[src/rtl/demux_pkg.sv]
// Shared definitions for the registered 16-bit 1-to-4 demultiplexer:
// default widths, channel count and the 2-bit channel index encoding.
package demux_pkg;

  localparam int WIDTH  = 16;
  localparam int CNT_W  = 8;
  localparam int NUM_CH = 4;

  typedef logic [1:0] ch_idx_t;

  localparam ch_idx_t CH1 = 2'b00;
  localparam ch_idx_t CH2 = 2'b01;
  localparam ch_idx_t CH3 = 2'b10;
  localparam ch_idx_t CH4 = 2'b11;

  // selec_2 is the MSB, selec_1 the LSB of the channel index.
  function automatic ch_idx_t ch_sel(input logic s2, input logic s1);
    return {s2, s1};
  endfunction

endpackage

[src/rtl/demux_out_slot.sv]
// One output channel: a single-entry holding register with valid flag and a
// wrapping accepted-word counter. Data is held (not cleared) after a drain.
module demux_out_slot #(
  parameter int WIDTH = demux_pkg::WIDTH,
  parameter int CNT_W = demux_pkg::CNT_W
) (
  input  logic             clk,
  input  logic             rst_n,
  input  logic             load_i,
  input  logic             drain_i,
  input  logic [WIDTH-1:0] d_i,
  output logic [WIDTH-1:0] q_o,
  output logic             v_o,
  output logic [CNT_W-1:0] cnt_o,
  output logic             ready_for_load_o
);
  import demux_pkg::*;

  logic [WIDTH-1:0] data_q, data_d;
  logic             valid_q, valid_d;
  logic [CNT_W-1:0] cnt_q, cnt_d;

  // A load wins over a drain on the same edge, which gives one word per cycle.
  always_comb begin
    data_d  = data_q;
    valid_d = valid_q;
    cnt_d   = cnt_q;
    if (load_i) begin
      data_d  = d_i;
      valid_d = 1'b1;
      cnt_d   = cnt_q + {{(CNT_W-1){1'b0}}, 1'b1};
    end else if (drain_i) begin
      valid_d = 1'b0;
    end else begin
      valid_d = valid_q;
    end
  end

  always_ff @(posedge clk) begin
    if (!rst_n) begin
      data_q  <= {WIDTH{1'b0}};
      valid_q <= 1'b0;
      cnt_q   <= {CNT_W{1'b0}};
    end else begin
      data_q  <= data_d;
      valid_q <= valid_d;
      cnt_q   <= cnt_d;
    end
  end

  assign q_o              = data_q;
  assign v_o              = valid_q;
  assign cnt_o            = cnt_q;
  assign ready_for_load_o = ~valid_q | drain_i;

endmodule

[src/rtl/demux_seq_16bit_1x4demux.sv]
// Registered 1-to-4 demultiplexer: the selected channel's slot captures the
// input word on accept; each channel drains through its own valid/ready pair.
module demux_seq_16bit_1x4demux #(
  parameter int WIDTH = demux_pkg::WIDTH,
  parameter int CNT_W = demux_pkg::CNT_W
) (
  input  logic             clk,
  input  logic             rst_n,
  input  logic [WIDTH-1:0] inp_data,
  input  logic             inp_valid,
  output logic             inp_ready,
  input  logic             selec_1,
  input  logic             selec_2,
  output logic [WIDTH-1:0] out_y1,
  output logic [WIDTH-1:0] out_y2,
  output logic [WIDTH-1:0] out_y3,
  output logic [WIDTH-1:0] out_y4,
  output logic             out_v1,
  output logic             out_v2,
  output logic             out_v3,
  output logic             out_v4,
  input  logic             out_r1,
  input  logic             out_r2,
  input  logic             out_r3,
  input  logic             out_r4,
  output logic [CNT_W-1:0] cnt_1,
  output logic [CNT_W-1:0] cnt_2,
  output logic [CNT_W-1:0] cnt_3,
  output logic [CNT_W-1:0] cnt_4
);
  import demux_pkg::*;

  ch_idx_t           sel_s;
  logic              inp_ready_s;
  logic [NUM_CH-1:0] out_r_s;
  logic [NUM_CH-1:0] load_s;
  logic [NUM_CH-1:0] v_s;
  logic [NUM_CH-1:0] rfl_s;
  logic [WIDTH-1:0]  y_s   [NUM_CH];
  logic [CNT_W-1:0]  cnt_s [NUM_CH];

  assign sel_s   = ch_sel(selec_2, selec_1);
  assign out_r_s = {out_r4, out_r3, out_r2, out_r1};

  // Ready reflects only the selected channel's slot.
  always_comb begin
    inp_ready_s = 1'b0;
    case (sel_s)
      CH1:     inp_ready_s = rfl_s[0];
      CH2:     inp_ready_s = rfl_s[1];
      CH3:     inp_ready_s = rfl_s[2];
      CH4:     inp_ready_s = rfl_s[3];
      default: inp_ready_s = 1'b0;
    endcase
  end

  always_comb begin
    load_s = {NUM_CH{1'b0}};
    for (int k = 0; k < NUM_CH; k++) begin
      if (inp_valid && inp_ready_s && (sel_s == 2'(k))) begin
        load_s[k] = 1'b1;
      end else begin
        load_s[k] = 1'b0;
      end
    end
  end

  for (genvar k = 0; k < NUM_CH; k++) begin : g_slot
    demux_out_slot #(
      .WIDTH (WIDTH),
      .CNT_W (CNT_W)
    ) u_slot (
      .clk              (clk),
      .rst_n            (rst_n),
      .load_i           (load_s[k]),
      .drain_i          (out_r_s[k]),
      .d_i              (inp_data),
      .q_o              (y_s[k]),
      .v_o              (v_s[k]),
      .cnt_o            (cnt_s[k]),
      .ready_for_load_o (rfl_s[k])
    );
  end

  assign inp_ready = inp_ready_s;

  assign out_y1 = y_s[0];
  assign out_y2 = y_s[1];
  assign out_y3 = y_s[2];
  assign out_y4 = y_s[3];

  assign out_v1 = v_s[0];
  assign out_v2 = v_s[1];
  assign out_v3 = v_s[2];
  assign out_v4 = v_s[3];

  assign cnt_1 = cnt_s[0];
  assign cnt_2 = cnt_s[1];
  assign cnt_3 = cnt_s[2];
  assign cnt_4 = cnt_s[3];

endmodule

[config.mk]
export PLATFORM = sky130hd
export DESIGN_NAME = demux_seq_16bit_1x4demux
export DESIGN_NICKNAME = d
export VERILOG_FILES = /design/src/rtl/demux_pkg.sv /design/src/rtl/demux_out_slot.sv /design/src/rtl/demux_seq_16bit_1x4demux.sv
export SDC_FILE = /design/constraint.sdc
export NUM_CORES = 1
export LEC_CHECK = 0
export CORE_ASPECT_RATIO = 0.7
export CORE_MARGIN = 3
export CORE_UTILIZATION = 50
export DETAILED_ROUTE_END_ITERATION = 7
export GPL_TIMING_DRIVEN = 0
export PLACE_DENSITY = 0.85
export SYNTH_ARGS = -nofsm -noshare
export SYNTH_HDL_FRONTEND = slang
export SYNTH_SLANG_ARGS = --single-unit
[constraint.sdc]
create_clock -name clk -period 3.2 [get_ports clk]
set_input_delay 0.32 -clock clk [delete_from_list [all_inputs] [get_ports clk]]
set_output_delay 0.32 -clock clk [all_outputs]
set_load 0.02 [all_outputs]
==> key figures, run 1 <==
Run status
  – Status: finished, final reports clean

Logic synthesis
  – Synth warn: 0
  – Top cells by area, synth: dfxtp_1 48%, nand2_1 13%, a21boi_0 10%, and2_1 3.5%, a21boi_1 3.1%
  – Top cell type's share of synthesized area: 0.483
  – Mean Syn Cell Area: 8.88 um^2
  – Synth area leader: dfxtp_1
  – Seq/Total Area, Yosys: 0.483
  – Synth Flop Type: dfxtp_1
  – Post-synth net total: 496
  – Synthesized instance count: 467
  – Flops & latches, synth: 100
  – Number of distinct library cells after synthesis: 40
  – Cell area after synthesis: 4150 um^2
  – Post-synth EDFFs: 0
  – Share of flip-flops with an asynchronous set or reset: 0

Placement
  – Hpwl dp: 8970 um
  – Area after DPL: 5520 um^2
  – I/O Buffers: 124
  – Placer congestion estimate: 0.860

Clock network
  – # hold bufs at CTS: 0
  – Cts bufs inserted: 9
  – CTS sink count: 100
  – Max Buffers Root-to-Sink: 2
  – Post-CTS setup buffers: 0
  – Clock root buffer: clkbuf_16
  – H-Tree Level Count: 3
  – Worst skew pair latency: 0.34 ns
  – CTS tree: done
  – Worst-path clk slew: 0.07 ns
  – CTS resizes: 0

Final layout
  – Final instance area: 5800 um^2
  – Multi-input gate area: 1980 um^2
  – Register Area: 2000 um^2
  – Share of cells above drive strength 1: 0.0610
  – Core Util, Final: 0.727
  – N_diodes: 0
  – Final nets: 631
  – Area grow syn2layout: 39.7%
  – Filler cells: 607

Worst setup path
  – CP Max Fanout: 8
  – Crit path required time: 2.88 ns
  – Worst Setup End Kind: output port
  – Most used cell, CP: clkdlybuf4s50_1
  – CP max-delay cell: mux4_1
  – R2R Path Start: g_slot[3].u_slot.v_o
  – Reg-to-Reg End: g_slot[3].u_slot.q_o[8]
  – Largest stage delay, worst path: 0.57 ns
  – FF-to-FF setup slack: 1.54 ns
  – CP arrival: 2.19 ns
  – CP Cell Sequence: clkdlybuf4s50_1, nand2b_1, clkbuf_1, mux4_1, clkdlybuf4s50_1
  – CP Launch Type: input port
  – CP Class: in2out
  – Reg2reg path depth: 6

STA
  – Final setup viols: 0
  – Total negative slack: 0 ns
  – RSZ-0062 raised after global routing: no
  – Fin Hold WS: 0.372 ns
  – Final min period: 2.51 ns
  – FMAX: 399 MHz
  – Relative slew slack: 0.604
  – Clock Skew: 0.00386 ns
  – Final period util: 0.784
  – Fin. Hold Viols: 0
  – Slew Viols, Final: 0
  – Worst-margin pin slew: 0.593 ns

Global route
  – Pin count of the biggest net entering global routing: 17
  – Number of global-route vias before repair: 3678
  – Gr usage total: 0.254
  – Antenna violations before repair: 0
  – Total global routing overflow: 0
  – First-pass GRT wire length: 18700 um

Hold path
  – Hold Crit Start: rst_n
  – Hold Path Sink: g_slot[3].u_slot.q_o[5]
  – Worst hold path type: in2reg
  – Hold Path Stages: 2

Flow run
  – MaxCap Viol Count: 0

Detailed routing
  – Antenna Nets Post-Route: 0
  – Vias per cell: 5.35
  – Drt initial violations: 301
  – Post-route DRC: 0
  – Via count: 3785
  – WL final: 11900 um
  – First-pass detailed-route iteration total: 5
  – Routed wire per std cell: 16.7 um

Floorplan
  – Die Height: 82.2 um
  – Area of the die: 9440 um^2
  – # IOs: 126
  – DIE WIDTH: 115 um
  – FP Rows: 27
  – Initial core utilization: 0.520
  – Core area: 7970 um^2

Power
  – Design internal power: 1960 uW
  – Peak supply drop: 0.293 mV
  – Sw power: 648 uW
  – Clock share of power: 0.393
  – Sw Ratio: 0.249
  – Design Power: 2600 uW
  – Cell Pwr Density: 449 nW/um^2
  – Logic pwr share: 0.108
  – Leakage: 0.00206 uW
  – Share of power burned in registers: 0.499
[synthesized netlist by cell type, drive strengths merged, types with 2 or more instances]
master	instances
nand2	150
dfxtp	100
a21boi	73
and2	23
buf	15
xnor2	14
clkbuf	13
nand4	11
nand2b	7
nor4	7
xor2	7
nand3	6
and4	4
ha	4
nor2b	4
mux2i	3
nand3b	3
nor2	3
nor3	3
and3	2
and3b	2
nor4b	2
o21a	2
o21ai	2
[final cells by class]
cell class	count	share of cell area
Multi-Input combinational cell	338	0.342
Sequential cell	100	0.345
Inverter	1	0.000648
Clock buffer	11	0.0419
Timing Repair Buffer	124	0.214
Tap cell	101	0.0218
Clock inverter	5	0.00648
Buffer	28	0.0272
[worst max path at each step]
stage / end / from / slack (ns) / cells past startpoint
finish: inp_ready / out_r2 / 0.69 / 5
global route: inp_ready / g_slot[0].u_slot.v_o / 0.59 / 5
CTS: inp_ready / out_r1 / 0.69 / 6
detailed placement: inp_ready / out_r2 / 0.70 / 5
global placement: inp_ready / out_r2 / 0.71 / 5
floorplan: inp_ready / g_slot[0].u_slot.v_o / 1.48 / 4
[registers in the layout, indices dropped and copies added (netlist names)]
signal               count
g_slot.u_slot.v_o        4
g_slot.u_slot.cnt_o     32
g_slot.u_slot.q_o       64
[layout by cell type, fill, tap and decap left out, types with 11 or more instances in the layout]
cell             count
nand2_1            149
clkdlybuf4s50_1    124
dfxtp_1            100
a21boi_0            55
and2_1              23
a21boi_1            17
clkbuf_1            14
xnor2_1             14
nand4_1             11
[logic make-up (layout without fill, tap and decap cells)]
group / count (synthesis) / after routing / synth area share
AND/OR/NAND/NOR: 231 / 231 / 0.268
flip-flops: 100 / 100 / 0.483
AO/OA/AOI/OAI: 78 / 78 / 0.141
buffers and inverters: 29 / 169 / 0.0389
XOR/XNOR: 21 / 21 / 0.0443
adder cells (fa/ha/maj): 4 / 4 / 0.0121
multiplexers: 4 / 4 / 0.0136
[power groups by stage]
| stage | sequential [uW] | clock [uW] | combinational (uW) |
|---|---|---|---|
| finish | 1300 | 1020 | 281 |
| CTS | 1300 | 1030 | 279 |
| global placement | 1330 | 0 | 273 |
| floorplan | 1360 | 0 | 97.9 |
| global route | 1300 | 1100 | 299 |
| detailed placement | 1330 | 0 | 278 |
[worst max-delay path: cells and delay by family]
kind                   cells  cell delay [ns]
muxes                      1             0.57
and+or+nand+nor            1             0.14
buffers and inverters      3             1.16
[metal layers]
metal,GRT usage,wire [um],up-vias
met1,0.332,5290,1784
met5,0,0,-
met2,0.406,5320,154
met3,0.0706,1010,23
li1,-,-,1824
met4,0.0903,233,0
[metrics by stage]
stage	instances	setup WS, ns
2_1_floorplan	467	1.48
3_3_place_gp	692	0.708
3_5_place_dp	692	0.700
4_1_cts	708	0.689
5_1_grt	708	0.588
6_report	708	0.692
Note: power is estimated with default switching activity, not from simulation.
==> inputs of run 2 (changes only) <==
--- a/config.mk
+++ b/config.mk
@@ -7,10 +7,10 @@
 export LEC_CHECK = 0
 export CORE_ASPECT_RATIO = 0.7
 export CORE_MARGIN = 3
-export CORE_UTILIZATION = 50
+export CORE_UTILIZATION = 47
 export DETAILED_ROUTE_END_ITERATION = 7
 export GPL_TIMING_DRIVEN = 0
-export PLACE_DENSITY = 0.85
+export PLACE_DENSITY = 0.8
 export SYNTH_ARGS = -nofsm -noshare
 export SYNTH_HDL_FRONTEND = slang
 export SYNTH_SLANG_ARGS = --single-unit
==> constraint.sdc (replaced) <==
create_clock -name clk -period 2.5 [get_ports clk]
set_input_delay 0.25 -clock clk [delete_from_list [all_inputs] [get_ports clk]]
set_output_delay 0.25 -clock clk [all_outputs]
set_load 0.02 [all_outputs]
==> key figures, run 2 (synthesis gave the netlist of run 1 again) <==
Global route
  – Number of global-route vias before repair: 3745
  – First-pass GRT wire length: 19300 um
  – Pin count of the biggest net entering global routing: 15
  – Antenna violations before repair: 0
  – Gr usage total: 0.238
  – Total global routing overflow: 0

Floorplan
  – DIE WIDTH: 118 um
  – Core area: 8210 um^2
  – Die Height: 84.6 um
  – Area of the die: 10000 um^2
  – # IOs: 126
  – Initial core utilization: 0.505
  – FP Rows: 27

STA
  – Final min period: 2.38 ns
  – RSZ-0062 raised after global routing: no
  – Clock Skew: 0.00439 ns
  – Worst-margin pin slew: 0.594 ns
  – Final period util: 0.951
  – Fin. Hold Viols: 0
  – Final setup viols: 0
  – Worst setup margin: 0.122 ns
  – FMAX: 420 MHz
  – Relative slew slack: 0.604
  – Total negative slack: 0 ns
  – Slew Viols, Final: 0

Detailed routing
  – Post-route DRC: 0
  – WL final: 12100 um
  – Drt initial violations: 316
  – First-pass detailed-route iteration total: 5
  – Vias per cell: 5.29
  – Routed wire per std cell: 16.7 um
  – Antenna Nets Post-Route: 0
  – Via count: 3820

Clock network
  – CTS tree: done
  – Post-CTS setup buffers: 0
  – # hold bufs at CTS: 0
  – Max Buffers Root-to-Sink: 2
  – H-Tree Level Count: 3
  – CTS sink count: 100
  – Worst-path clk slew: 0.07 ns
  – Clock root buffer: clkbuf_16
  – Cts bufs inserted: 9
  – Worst skew pair latency: 0.34 ns
  – CTS resizes: 0

Worst setup path
  – CP max-delay cell: clkdlybuf4s50_1
  – Crit path required time: 2.25 ns
  – Worst Setup SP: g_slot[0].u_slot.v_o
  – CP Launch Type: flop
  – Worst Setup End Kind: output port
  – Largest stage delay, worst path: 0.56 ns
  – CP Class: reg2out
  – CP Max Fanout: 8
  – CP Cell Sequence: nor2b_1, buf_2, inv_1, mux4_1, clkdlybuf4s50_1
  – Crit path max-delay family: buffers and inverters
  – CP arrival: 2.13 ns
  – R2R Path Start: g_slot[3].u_slot.v_o
  – Buf/Inv on CP: 3

Final layout
  – Core Util, Final: 0.707
  – Number of flip-flops in the largest register: 64
  – Non-Filler Instances: 722
  – Most frequent cells in the layout: 149 x nand2_1, 124 x clkdlybuf4s50_1, 100 x dfxtp_1, 55 x a21boi_0, 23 x and2_1
  – Area grow syn2layout: 39.9%
  – Share of cells above drive strength 1: 0.0578
  – Commonest non-fill, non-tap cell in the layout: nand2_1
  – N_diodes: 0
  – Final nets: 631

Run status
  – Status: finished, final reports clean

Placement
  – Placed insts: 707
  – Hpwl dp: 9020 um
  – Placer congestion estimate: 0.847
  – Post-place setup slack: 0.130 ns
  – I/O Buffers: 124

Hold path
  – Hold Crit Start: rst_n
  – Worst hold path type: in2reg

Power
  – Peak supply drop: 0.355 mV
  – Leakage: 0.00206 uW
  – Cell Pwr Density: 572 nW/um^2

Flow run
  – MaxCap Viol Count: 0
run 2: changes by cell type in the layout (fill, tap and decap cells not counted), sizes merged:
cell	delta
clkbuf	+2
clkinvlp	-2
clkinv	-1
run 2: final timing paths:
kind	slack, ns	cells past startpoint	end
worst max register to register	0.87	6	g_slot[3].u_slot.q_o[12]
worst min register to register	0.45	2	g_slot[1].u_slot.q_o[8]
worst min-delay path	0.31	2	g_slot[3].u_slot.q_o[5]
worst max-delay path	0.12	5	inp_ready
run 2: routing by layer:
layer  share of wire  global-route usage  vias up
met4           0.011              0.0489        0
met3           0.070              0.0687       15
met1            0.47               0.324     1836
met2            0.45               0.378      143
met5               0                   0        -
li1                -                   -     1826
run 2: power breakdown:
| group | internal, uW | total, uW | switching, uW |
|---|---|---|---|
| sequential | 1630 | 1660 | 28.8 |
| clock | 722 | 1290 | 572 |
| combinational | 164 | 361 | 197 |
run 2: stage by stage:
stage / power, uW / hold slack, ns / area [um^2]
final: 3320 / 0.313 / 5800
after global routing: 3410 / 0.320 / 5800
after CTS: 3330 / 0.294 / 5800
after detailed placement: 2060 / 0.445 / 5530
after global placement: 2050 / 0.441 / 5530
after floorplan: 1870 / 0.385 / 4150
run 2: area by class of cell:
class                      instances  area [um^2]
clock buffer                      13          260
sequential                       100         2000
tap                              116          145
multi-input combinational        338         1980
clock inverter                     2         10.0
fill                             663         2400
inverter                           1         3.75
buffer                            28          158
timing repair buffer             124         1240
==> inputs of run 3 (changes only) <==
--- a/config.mk
+++ b/config.mk
@@ -7,10 +7,10 @@
 export LEC_CHECK = 0
 export CORE_ASPECT_RATIO = 0.7
 export CORE_MARGIN = 3
-export CORE_UTILIZATION = 47
+export CORE_UTILIZATION = 50
 export DETAILED_ROUTE_END_ITERATION = 7
 export GPL_TIMING_DRIVEN = 0
-export PLACE_DENSITY = 0.8
+export PLACE_DENSITY = 0.85
 export SYNTH_ARGS = -nofsm -noshare
 export SYNTH_HDL_FRONTEND = slang
 export SYNTH_SLANG_ARGS = --single-unit
==> constraint.sdc (replaced) <==
create_clock -name clk -period 3.05 [get_ports clk]
set_input_delay 0.305 -clock clk [delete_from_list [all_inputs] [get_ports clk]]
set_output_delay 0.305 -clock clk [all_outputs]
set_load 0.02 [all_outputs]
==> results of run 3 <==
Same layout as run 1 (identical final DEF). Status: finished, final reports clean.
Main changes from that run: setup slack after placement 0.700 ns -> 0.580 ns; setup slack after layout 0.692 ns -> 0.572 ns; hold slack 0.372 ns -> 0.357 ns; register-to-register setup slack 1.54 ns -> 1.39 ns; total power 2600 uW -> 2730 uW; worst IR drop on VDD 0.293 mV -> 0.307 mV
